==> config.mk <==
export PLATFORM = sky130hd
export DESIGN_NAME = camera_pixel_filter_flat
export DESIGN_NICKNAME = d
export VERILOG_FILES = /design/src/rtl/camera_pixel_filter_if.sv /design/src/rtl/camera_pixel_filter.sv /design/src/flat_wrapper.sv
export SDC_FILE = /design/constraint.sdc
export NUM_CORES = 1
export LEC_CHECK = 0
export BUFFER_PORTS_ARGS = -buffer_cell sky130_fd_sc_hd__buf_4
export CAP_MARGIN = 10
export CORE_MARGIN = 1
export CORE_UTILIZATION = 30
export DETAILED_ROUTE_END_ITERATION = 7
export SLEW_MARGIN = 40
export SYNTH_ARGS = -nofsm -noshare
export SYNTH_HDL_FRONTEND = slang
export SYNTH_SLANG_ARGS = --single-unit
==> constraint.sdc <==
create_clock -name Clock -period 14.5 [get_ports Clock]
set_clock_uncertainty 0.15 [all_clocks]
set_input_delay 2.9 -clock Clock [delete_from_list [all_inputs] [get_ports Clock]]
set_output_delay 2.9 -clock Clock [all_outputs]
set_load 0.005 [all_outputs]
==> src/rtl/camera_pixel_filter_if.sv <==
// Bus interfaces for camera_pixel_filter.
//   cam_pix_if  : camera pixel stream (10-bit R/G/B + one-cycle valid strobe).
//                 master = camera data controller, slave = filter.
//   sdram_wr_if : packed SDRAM write word, write strobe and the pixel
//                 coordinates/frame-done tag travelling with it.
//                 master = filter, slave = SDRAM write port.
interface cam_pix_if;
  logic [9:0] iRed;
  logic [9:0] iGreen;
  logic [9:0] iBlue;
  logic       iValid;
  modport master (output iRed, iGreen, iBlue, iValid);
  modport slave  (input  iRed, iGreen, iBlue, iValid);
endinterface

interface sdram_wr_if;
  logic [15:0] oWR_Data_1;   // {1'b0, G[9:5], B[9:0]}
  logic [15:0] oWR_Data_2;   // {1'b0, G[4:0], R[9:0]}
  logic        oWR_En;
  logic [9:0]  oPixel_X;
  logic [8:0]  oLine_Y;
  logic        oFrame_Done;
  modport master (output oWR_Data_1, oWR_Data_2, oWR_En, oPixel_X, oLine_Y, oFrame_Done);
  modport slave  (input  oWR_Data_1, oWR_Data_2, oWR_En, oPixel_X, oLine_Y, oFrame_Done);
endinterface

==> src/rtl/camera_pixel_filter.sv <==
// camera_pixel_filter: per-frame pixel conversion between the camera stream
// and the SDRAM write port. Modes: 0 passthrough, 1 grayscale, 2 horizontal
// edge magnitude, 3 thresholded edge. One output word per input pixel.
// Ports:
//   Clock, Resetn     clock, async active-low reset
//   Enable            sync run enable; low returns to IDLE and clears counters
//   iFrame_Start      frame start pulse; loads mode/threshold shadows
//   iMode, iThreshold per-frame mode and edge threshold
//   pix (slave)       camera pixel stream
//   wr  (master)      packed SDRAM write word + coordinates + frame done
//   oOverrun          sticky: iValid seen on two consecutive cycles
module camera_pixel_filter #(
  parameter int IMG_WIDTH  = 640,
  parameter int IMG_HEIGHT = 480
) (
  input  logic        Clock,
  input  logic        Resetn,
  input  logic        Enable,
  input  logic        iFrame_Start,
  input  logic [1:0]  iMode,
  input  logic [9:0]  iThreshold,
  cam_pix_if.slave    pix,
  sdram_wr_if.master  wr,
  output logic        oOverrun
);

  localparam logic [9:0] XL = 10'(IMG_WIDTH - 1);
  localparam logic [8:0] YL = 9'(IMG_HEIGHT - 1);

  typedef enum logic [1:0] {IDLE, RUN, FLUSH, DONE} state_t;

  state_t state, st_eff, nxt;

  logic [1:0]  mode_q;
  logic [9:0]  thr_q;
  logic [9:0]  in_x, x_eff;
  logic [8:0]  in_y, y_eff;
  logic        vld_d;

  // Held pixel (cur) and luma of its left neighbour (prev_y)
  logic [9:0]  cur_r, cur_g, cur_b, cur_y, prev_y;
  logic [9:0]  cur_x;
  logic [8:0]  cur_ln;

  logic [11:0] sum;
  logic [9:0]  y_new, right_y, edge_v;
  logic [9:0]  o_r, o_g, o_b;
  logic        accept, emit;

  logic [15:0] d1_q, d2_q;
  logic [9:0]  px_q;
  logic [8:0]  ln_q;
  logic        en_q, fd_q, ovr_q;

  // A frame start in the same cycle acts before the pixel: the state and
  // counters seen by this cycle's pixel are already the fresh-frame values.
  always_comb begin
    st_eff = state;
    x_eff  = in_x;
    y_eff  = in_y;
    if (iFrame_Start) begin
      st_eff = IDLE;
      x_eff  = '0;
      y_eff  = '0;
    end
  end

  assign sum   = {2'b00, pix.iRed} + {1'b0, pix.iGreen, 1'b0} + {2'b00, pix.iBlue};
  assign y_new = sum[11:2];

  assign accept = Enable && pix.iValid && (st_eff == IDLE || st_eff == RUN);
  assign emit   = Enable && ((st_eff == RUN && pix.iValid) || st_eff == FLUSH);

  // In FLUSH there is no right neighbour: the last pixel replicates itself.
  assign right_y = (st_eff == FLUSH) ? cur_y : y_new;
  assign edge_v  = (right_y >= prev_y) ? (right_y - prev_y) : (prev_y - right_y);

  always_comb begin
    o_r = cur_r;
    o_g = cur_g;
    o_b = cur_b;
    case (mode_q)
      2'd1: begin o_r = cur_y;  o_g = cur_y;  o_b = cur_y;  end
      2'd2: begin o_r = edge_v; o_g = edge_v; o_b = edge_v; end
      2'd3: begin
        o_r = (edge_v >= thr_q) ? 10'h3FF : 10'h000;
        o_g = o_r;
        o_b = o_r;
      end
      default: ;
    endcase
  end

  // Next-state logic
  always_comb begin
    nxt = st_eff;
    case (st_eff)
      IDLE:  if (accept) nxt = (x_eff == XL) ? FLUSH : RUN;
      RUN:   if (accept) nxt = (x_eff == XL) ? FLUSH : RUN;
      FLUSH: nxt = (cur_ln == YL) ? DONE : IDLE;
      DONE:  nxt = DONE;
      default: nxt = IDLE;
    endcase
    if (!Enable) nxt = IDLE;
  end

  always_ff @(posedge Clock or negedge Resetn) begin
    if (!Resetn) state <= IDLE;
    else         state <= nxt;
  end

  always_ff @(posedge Clock or negedge Resetn) begin
    if (!Resetn) begin
      mode_q <= '0; thr_q <= '0;
      in_x <= '0; in_y <= '0; vld_d <= 1'b0;
      cur_r <= '0; cur_g <= '0; cur_b <= '0; cur_y <= '0; prev_y <= '0;
      cur_x <= '0; cur_ln <= '0;
      d1_q <= '0; d2_q <= '0; px_q <= '0; ln_q <= '0;
      en_q <= 1'b0; fd_q <= 1'b0; ovr_q <= 1'b0;
    end else begin
      en_q <= 1'b0;
      fd_q <= 1'b0;
      if (!Enable) begin
        in_x  <= '0;
        in_y  <= '0;
        vld_d <= 1'b0;
      end else begin
        vld_d <= pix.iValid;
        if (iFrame_Start) begin
          mode_q <= iMode;
          thr_q  <= iThreshold;
          ovr_q  <= 1'b0;
        end else if (pix.iValid && vld_d) begin
          ovr_q  <= 1'b1;
        end
        in_x <= x_eff;
        in_y <= y_eff;
        // Output for the held pixel; coordinates come along with it.
        if (emit) begin
          en_q <= 1'b1;
          d1_q <= {1'b0, o_g[9:5], o_b};
          d2_q <= {1'b0, o_g[4:0], o_r};
          px_q <= cur_x;
          ln_q <= cur_ln;
          fd_q <= (cur_x == XL) && (cur_ln == YL);
        end
        if (accept) begin
          prev_y <= (st_eff == IDLE) ? y_new : cur_y;
          cur_r  <= pix.iRed;
          cur_g  <= pix.iGreen;
          cur_b  <= pix.iBlue;
          cur_y  <= y_new;
          cur_x  <= x_eff;
          cur_ln <= y_eff;
          if (x_eff == XL) begin
            in_x <= '0;
            in_y <= y_eff + 9'd1;
          end else begin
            in_x <= x_eff + 10'd1;
          end
        end
      end
    end
  end

  assign wr.oWR_Data_1  = d1_q;
  assign wr.oWR_Data_2  = d2_q;
  assign wr.oWR_En      = en_q;
  assign wr.oPixel_X    = px_q;
  assign wr.oLine_Y     = ln_q;
  assign wr.oFrame_Done = fd_q;
  assign oOverrun       = ovr_q;

endmodule
==> src/flat_wrapper.sv <==
// flat-port wrapper written by rule: the top's interface ports become plain ports
module camera_pixel_filter_flat 
#(
  parameter int IMG_WIDTH  = 640,
  parameter int IMG_HEIGHT = 480
)
  (Clock, Resetn, Enable, iFrame_Start, iMode, iThreshold, oOverrun, pix_iRed, pix_iGreen, pix_iBlue, pix_iValid, wr_oWR_Data_1, wr_oWR_Data_2, wr_oWR_En, wr_oPixel_X, wr_oLine_Y, wr_oFrame_Done);
  cam_pix_if pix_i ();
  sdram_wr_if wr_i ();
  input  logic Clock;
  input  logic Resetn;
  input  logic Enable;
  input  logic iFrame_Start;
  input  logic [1:0] iMode;
  input  logic [9:0] iThreshold;
  output logic oOverrun;
  input wire logic [$bits(pix_i.iRed)-1:0] pix_iRed;
  input wire logic [$bits(pix_i.iGreen)-1:0] pix_iGreen;
  input wire logic [$bits(pix_i.iBlue)-1:0] pix_iBlue;
  input wire logic [$bits(pix_i.iValid)-1:0] pix_iValid;
  output wire logic [$bits(wr_i.oWR_Data_1)-1:0] wr_oWR_Data_1;
  output wire logic [$bits(wr_i.oWR_Data_2)-1:0] wr_oWR_Data_2;
  output wire logic [$bits(wr_i.oWR_En)-1:0] wr_oWR_En;
  output wire logic [$bits(wr_i.oPixel_X)-1:0] wr_oPixel_X;
  output wire logic [$bits(wr_i.oLine_Y)-1:0] wr_oLine_Y;
  output wire logic [$bits(wr_i.oFrame_Done)-1:0] wr_oFrame_Done;
  assign pix_i.iRed = pix_iRed;
  assign pix_i.iGreen = pix_iGreen;
  assign pix_i.iBlue = pix_iBlue;
  assign pix_i.iValid = pix_iValid;
  assign wr_oWR_Data_1 = wr_i.oWR_Data_1;
  assign wr_oWR_Data_2 = wr_i.oWR_Data_2;
  assign wr_oWR_En = wr_i.oWR_En;
  assign wr_oPixel_X = wr_i.oPixel_X;
  assign wr_oLine_Y = wr_i.oLine_Y;
  assign wr_oFrame_Done = wr_i.oFrame_Done;
  camera_pixel_filter #(.IMG_WIDTH(IMG_WIDTH), .IMG_HEIGHT(IMG_HEIGHT)) u_core (.Clock(Clock), .Resetn(Resetn), .Enable(Enable), .iFrame_Start(iFrame_Start), .iMode(iMode), .iThreshold(iThreshold), .pix(pix_i), .wr(wr_i), .oOverrun(oOverrun));
endmodule
==> run metrics, run 1 <==
status complete, no violations; final wirelength between 20 and 25 mm; largest net degree at the start of global routing 93; # DRC 0; slew at the pin closest to its max-slew limit 0.730 ns; CP Launch Type primary input; clock tree buffer depth 2; drt first-iter violations 478; Worst EP required roughly 15 ns; Final Max Tran Viols 0; Non-Filler Instances 1358; # hold bufs at CTS 0; Worst-path clk slew roughly 0.060 ns; Port Buffers about 100; number of global-route vias before repair 6625; H-tree levels 4; Mapped Area ~8600 um2; Synth Area per Inst ~9.7 um2; LEAKAGE just under 5 nW; Final min period slightly above 9 ns; post-synthesis cell count between 800 and 900; cell row count slightly above 60; Die ar. a little under 30000 um2; hold wc startpoint u_core.cur_r[6]$_DFFE_PN0P_; routed len/inst 16.1 um; max cap viols 0; setup tns final 0 ns; Seq/Total Area, Yosys 45.1%; Routed Antenna Nets 0; Clock Latency Late Sink 0.43 ns; reg-to-reg endpoint u_core.wr.oWR_Data_1[11]$_DFFE_PN0P_; Final Util a little over a third; die width between 150 and 200 um; router iterations before antenna repair 5; Worst Setup Path Type primary input to flip-flop; GRT Residual Overflow 0; hold slack around 0.32 ns; clock tree from TritonCTS yes; overall power around 0.0018 W; worst relative slew slack 50.6%; n_diodes 0; I/O pins approximately 100; P&R area growth vs syn 19.2%; asr flop ratio synth between 90% and 100%; Cell variety after synth 65; worst reg-to-reg setup slack 8.42 ns; Root Buffer clkbuf_16; GP Congestion between 0.8 and 0.9; post-cts sizing count 0; first-pass GRT wire length approximately 36 mm; setup violators final 0; Crit path arrival time 9.40 ns; Synth Flop Type dfrtp_1; all-layer global routing usage around 16%; core box area between 20000 and 30000 um2; reg-to-reg startpoint u_core.state[1]$_DFF_PN0_; CTS sink cnt 155; worst setup path endpoint u_core.wr.oWR_Data_1[11]$_DFFE_PN0P_; PwrDens approximately 170 nW/um2; Num CTS Buffers 17; Min-Delay Path Class flip-flop to flip-flop; Worst IR Drop VDD 0.0951 mV; Max Fclk roughly 0.11 GHz; number of synthesized flops with an enable pin 0; Yosys reg bits approximately 160; worst setup path startpoint pix_iBlue[1]; DR vias/cell between 4 and 5; vias approximately 6600; initial antenna violation count 0; Critical Path End Type flip-flop; die height between 150 and 200 um; placed cells between 1000 and 1500; starting density of the core between 30% and 40%; Final nets about 1100; crit share post-route 63.6%; Post-CTS Setup Bufs 0; DP HPWL 15.8 mm; CP max FO 16; Hold Violations, Final 0; reg2reg path depth 20; unrepaired setup endpoints after global routing false; number of synthesis warnings 0; share of cells above drive strength 1 a little under a fifth
## stage by stage
stage	instance area (um2)	setup WS [ns]
CTS	10300	5.27
global placement	9660	4.93
floorplan	8600	5.94
finish	10300	5.27
detailed placement	9670	4.82
global route	10300	4.68
## layout by cell type, fill, tap and decap left out, types with 14 or more instances in the layout
cell	synthesis	layout
nand2_1	181	180
dfrtp_1	155	155
buf_4	2	102
nor2_1	42	42
inv_1	41	41
mux2_2	40	40
ha_1	40	40
o21ai_0	37	37
a21oi_1	27	27
xor2_1	19	19
o22a_1	19	19
nand2b_1	18	18
xnor2_1	18	18
and2_1	18	17
clkbuf_16	0	17
a31oi_1	16	16
nor2b_1	14	14
nor3_1	14	14
## synth_stat cells (4+ instances only)
cell type,number,share of area [%]
a211oi_1,4,0.35
a21o_1,7,0.61
a21oi_1,27,1.6
a221oi_1,4,0.41
a31oi_1,16,1.2
and2_1,18,1.3
and3_1,8,0.58
buf_1,4,0.17
buf_6,4,0.52
clkbuf_1,33,1.4
dfrtp_1,155,45
fa_1,12,2.8
ha_1,40,5.8
inv_1,41,1.8
mux2_2,40,5.2
mux2i_1,12,1.4
nand2_1,181,7.9
nand2b_1,18,1.3
nand3_1,10,0.58
nand3b_1,12,1.0
nand4_1,8,0.58
nor2_1,42,1.8
nor2b_1,14,1.0
nor3_1,14,0.81
o21a_1,10,0.87
o21ai_0,37,2.2
o21bai_1,4,0.35
o221ai_1,6,0.61
o22a_1,19,1.9
o31a_1,4,0.41
xnor2_1,18,1.8
xor2_1,19,1.9
## layout make-up
type	instances	area (um2)
well taps	378	473
repair buffers	104	792
fillers	2831	17800
clock inverters	13	133
multi-input cells	648	4370
inverters	41	154
clock buffers	19	453
flip-flops and latches	155	3880
## kinds of logic (layout without fill, tap and decap cells)
logic type	count (synthesis)	after routing	synth area share [%]
compound gates	161	161	12.8
flops	155	155	45.1
other cells	1	2	0.0436
mux	53	53	6.79
xor+xnor	37	37	3.77
buf+inv	86	177	4.22
fa+ha+maj	52	52	8.61
simple gates	343	343	18.7
## power breakdown
| part | switching (W) | leakage (nW) | total, W | internal (W) |
|---|---|---|---|---|
| Clock | 0.000193 | 0.275 | 0.000442 | 0.000249 |
| Sequential | 0.0000549 | 1.98 | 0.000562 | 0.000507 |
| Combinational | 0.000416 | 2.60 | 0.000753 | 0.000337 |
## metal layers
metal / part of all wire (%) / up-vias / GRT usage, %
li1: - / 3197 / -
met1: 48 / 3241 / 21.7
met2: 46 / 154 / 24.8
met3: 4.3 / 13 / 3.34
met4: 0.98 / 0 / 3.61
met5: 0 / - / 0
## worst max-delay path: stages
cell	delay, ns
buf_4	0.08
inv_1	0.05
fa_1	0.60
nor2_1	0.08
fa_1	0.39
a21o_1	0.17
a21oi_1	0.25
o21bai_1	0.16
a31oi_1	0.27
xnor2_1	0.19
o21ai_0	0.16
ha_1	0.47
and3_1	0.25
o221a_1	0.19
or2_1	0.60
mux2i_1	0.29
xor2_1	0.30
inv_1	0.08
ha_1	0.32
nand2_1	0.08
nor2_1	0.04
a211oi_1	0.25
o221ai_1	0.39
a21o_1	0.29
a311o_1	0.33
o22a_1	0.19
## worst min path at each step
stage          cells after the start  slack (ns)                          end
2_1_floorplan                      2        0.29  u_core.cur_b[7]$_DFFE_PN0P_
3_3_place_gp                       2        0.30  u_core.cur_r[6]$_DFFE_PN0P_
3_5_place_dp                       2        0.30  u_core.cur_r[6]$_DFFE_PN0P_
4_1_cts                            2        0.32  u_core.cur_r[6]$_DFFE_PN0P_
5_1_grt                            2        0.35  u_core.cur_r[0]$_DFFE_PN0P_
6_report                           2        0.32  u_core.cur_r[6]$_DFFE_PN0P_
Note: power is estimated with default switching activity, not from simulation.
==> run 2, diff against run 1 <==
- clock period: 14.5 -> 9.5 ns (I/O delays scaled with it)
==> run metrics, run 2 (synthesis results as in run 1) <==
largest net degree at the start of global routing 98 (+5.4%); Die ar. 29400 um2 (unchanged); commonest non-fill, non-tap cell in the layout nand2_1; share of cells above drive strength 1 18.8% (-0.20 points); H-tree levels 4 (unchanged); worst setup path startpoint pix_iBlue[2]; drt first-iter violations 554 (+16%); PwrDens 267 nW/um2 (+56%); Place WS 0.784 ns (-4.03 ns); first-pass GRT wire length 36.0 mm (+0.95%); worst reg-to-reg setup slack 3.38 ns (-5.04 ns); post-cts sizing count 0 (unchanged); die height 171 um (unchanged); Comb power frac 42.2% (-0.7 points); overall power 0.00276 W (+57%); Worst-path clk slew 0.06 ns (about the same); sequential power share 31.1% (-0.9 points); placed cells 1326 (unchanged); DR vias/cell 4.92 (+1.2%); PnR worst setup slack 1.15 ns (-4.12 ns); core box area 28000 um2 (unchanged); Final min period 8.35 ns; setup tns final 0 ns (unchanged); Root Buffer clkbuf_16; reg2reg path depth 20 (unchanged); n_diodes 0 (unchanged); LEAKAGE 4.89 nW (+0.69%); CTS sink cnt 155 (unchanged); unrepaired setup endpoints after global routing false; placed instance area 9670 um2 (unchanged); reg-to-reg startpoint u_core.state[1]$_DFF_PN0_; Final Cell Area 10300 um2 (+0.63%); Non-Filler Instances 1358 (unchanged); final wirelength 22.6 mm (+3.0%); DP HPWL 16.2 mm (+2.4%); slew at the pin closest to its max-slew limit 0.741 ns (+0.0107 ns); P&R area growth vs syn 20.0%; all-layer global routing usage 15.9% (+0.24 points); starting density of the core 30.7% (unchanged); CP Launch Type primary input; Net Sw Frac 37.1% (-0.71 points); Post-CTS Setup Bufs 0 (unchanged); worst setup path endpoint u_core.wr.oWR_Data_1[11]$_DFFE_PN0P_; Port Buffers 98 (unchanged); clock network power share 26.7% (+1.5 points); I/O pins 101 (unchanged); crit share post-route about 90%; Final nets 1067 (+0.094%); router iterations before antenna repair 5 (unchanged); number of global-route vias before repair 6614 (-0.17%); Max Fclk between 0.1 and 0.15 GHz; max cap viols 0 (unchanged); Routed Antenna Nets 0 (unchanged); worst relative slew slack 49.9% (-0.73 points); Worst EP required 9.67 ns (-5.00 ns); initial antenna violation count 0 (unchanged); die width 171 um (unchanged); vias 6684 (+1.2%); Hold Violations, Final 0 (unchanged); cell row count 61 (unchanged); Worst IR Drop VDD 0.142 mV (+49%); NetSw 0.00102 W (+54%); Pint 0.00173 W (+59%); CP max FO 16 (unchanged); clock tree buffer depth 2 (unchanged); commonest cells after routing, fill and taps aside nand2_1, dfrtp_1, buf_4, nor2_1, inv_1; # hold bufs at CTS 0 (unchanged); reg-to-reg endpoint u_core.wr.oWR_Data_1[11]$_DFFE_PN0P_; Crit path arrival time 8.52 ns (-0.88 ns); Min-Delay Path Class flip-flop to flip-flop; Final Max Tran Viols 0 (unchanged); # DRC 0 (unchanged); Clock Latency Late Sink 0.43 ns (about the same); Critical Path End Type flip-flop; GRT Residual Overflow 0 (unchanged); setup violators final 0 (unchanged); Worst Setup Path Type primary input to flip-flop; clock tree from TritonCTS yes; routed len/inst 16.6 um (+3.0%); GP Congestion 0.907 (+2.4%); status complete, no violations; Num CTS Buffers 17 (unchanged)
run 2: how the worst min path moves through the flow:
stage | startpoint | to | slack [ns] | cells past startpoint
after floorplan | u_core.cur_b[7]$_DFFE_PN0P_ | u_core.cur_b[7]$_DFFE_PN0P_ | 0.29 | 2
after global placement | u_core.cur_g[5]$_DFFE_PN0P_ | u_core.cur_g[5]$_DFFE_PN0P_ | 0.30 | 2
after detailed placement | u_core.cur_b[8]$_DFFE_PN0P_ | u_core.cur_b[8]$_DFFE_PN0P_ | 0.30 | 2
after CTS | u_core.cur_b[8]$_DFFE_PN0P_ | u_core.cur_b[8]$_DFFE_PN0P_ | 0.32 | 2
after global routing | u_core.cur_b[7]$_DFFE_PN0P_ | u_core.cur_b[7]$_DFFE_PN0P_ | 0.34 | 2
final | u_core.cur_b[8]$_DFFE_PN0P_ | u_core.cur_b[8]$_DFFE_PN0P_ | 0.32 | 2
run 2: final cells by class:
type | instances | area (um2)
clock buffers | 19 | 433
clock inverters | 12 | 190
fillers | 2820 | 17700
inverters | 41 | 154
multi-input cells | 648 | 4370
flip-flops and latches | 155 | 3880
well taps | 378 | 473
repair buffers | 105 | 820
run 2: critical path: stages:
cell	delay [ns]
buf_4	0.12
fa_1	0.53
ha_1	0.31
nand4b_1	0.15
a2111oi_0	0.66
o21a_1	0.18
nor2_1	0.05
xnor2_1	0.16
mux2_2	0.30
ha_1	0.48
o21ai_0	0.14
nor2_1	0.16
o22a_1	0.17
or2_1	0.58
mux2i_1	0.29
xor2_1	0.31
inv_1	0.09
ha_1	0.32
nand2_1	0.08
nor2_1	0.04
a211oi_1	0.29
o221ai_1	0.41
a21o_1	0.27
a311o_1	0.34
o22a_1	0.20
run 2: through the flow:
step                util (%)  hold WS, ns
floorplan                  -        0.287
global placement        34.5        0.299
detailed placement      34.5        0.304
CTS                     36.7        0.320
global route            36.8        0.335
finish                  36.8        0.319
run 2: power groups by stage:
| stage | logic, W | clock network, W | registers (W) |
|---|---|---|---|
| floorplan | 0.000819 | 0 | 0.000848 |
| global placement | 0.00113 | 0 | 0.000867 |
| detailed placement | 0.00115 | 0 | 0.000870 |
| CTS | 0.00116 | 0.000747 | 0.000858 |
| global route | 0.00130 | 0.000774 | 0.000873 |
| finish | 0.00116 | 0.000735 | 0.000858 |
run 2: per-layer routing:
layer / global-route usage, % / part of all wire [%] / vias up
met4: 4.50 / 1.6 / 0
met1: 21.6 / 48 / 3287
li1: - / - / 3220
met3: 3.70 / 4.3 / 27
met2: 25.0 / 46 / 150
met5: 0 / 0 / -
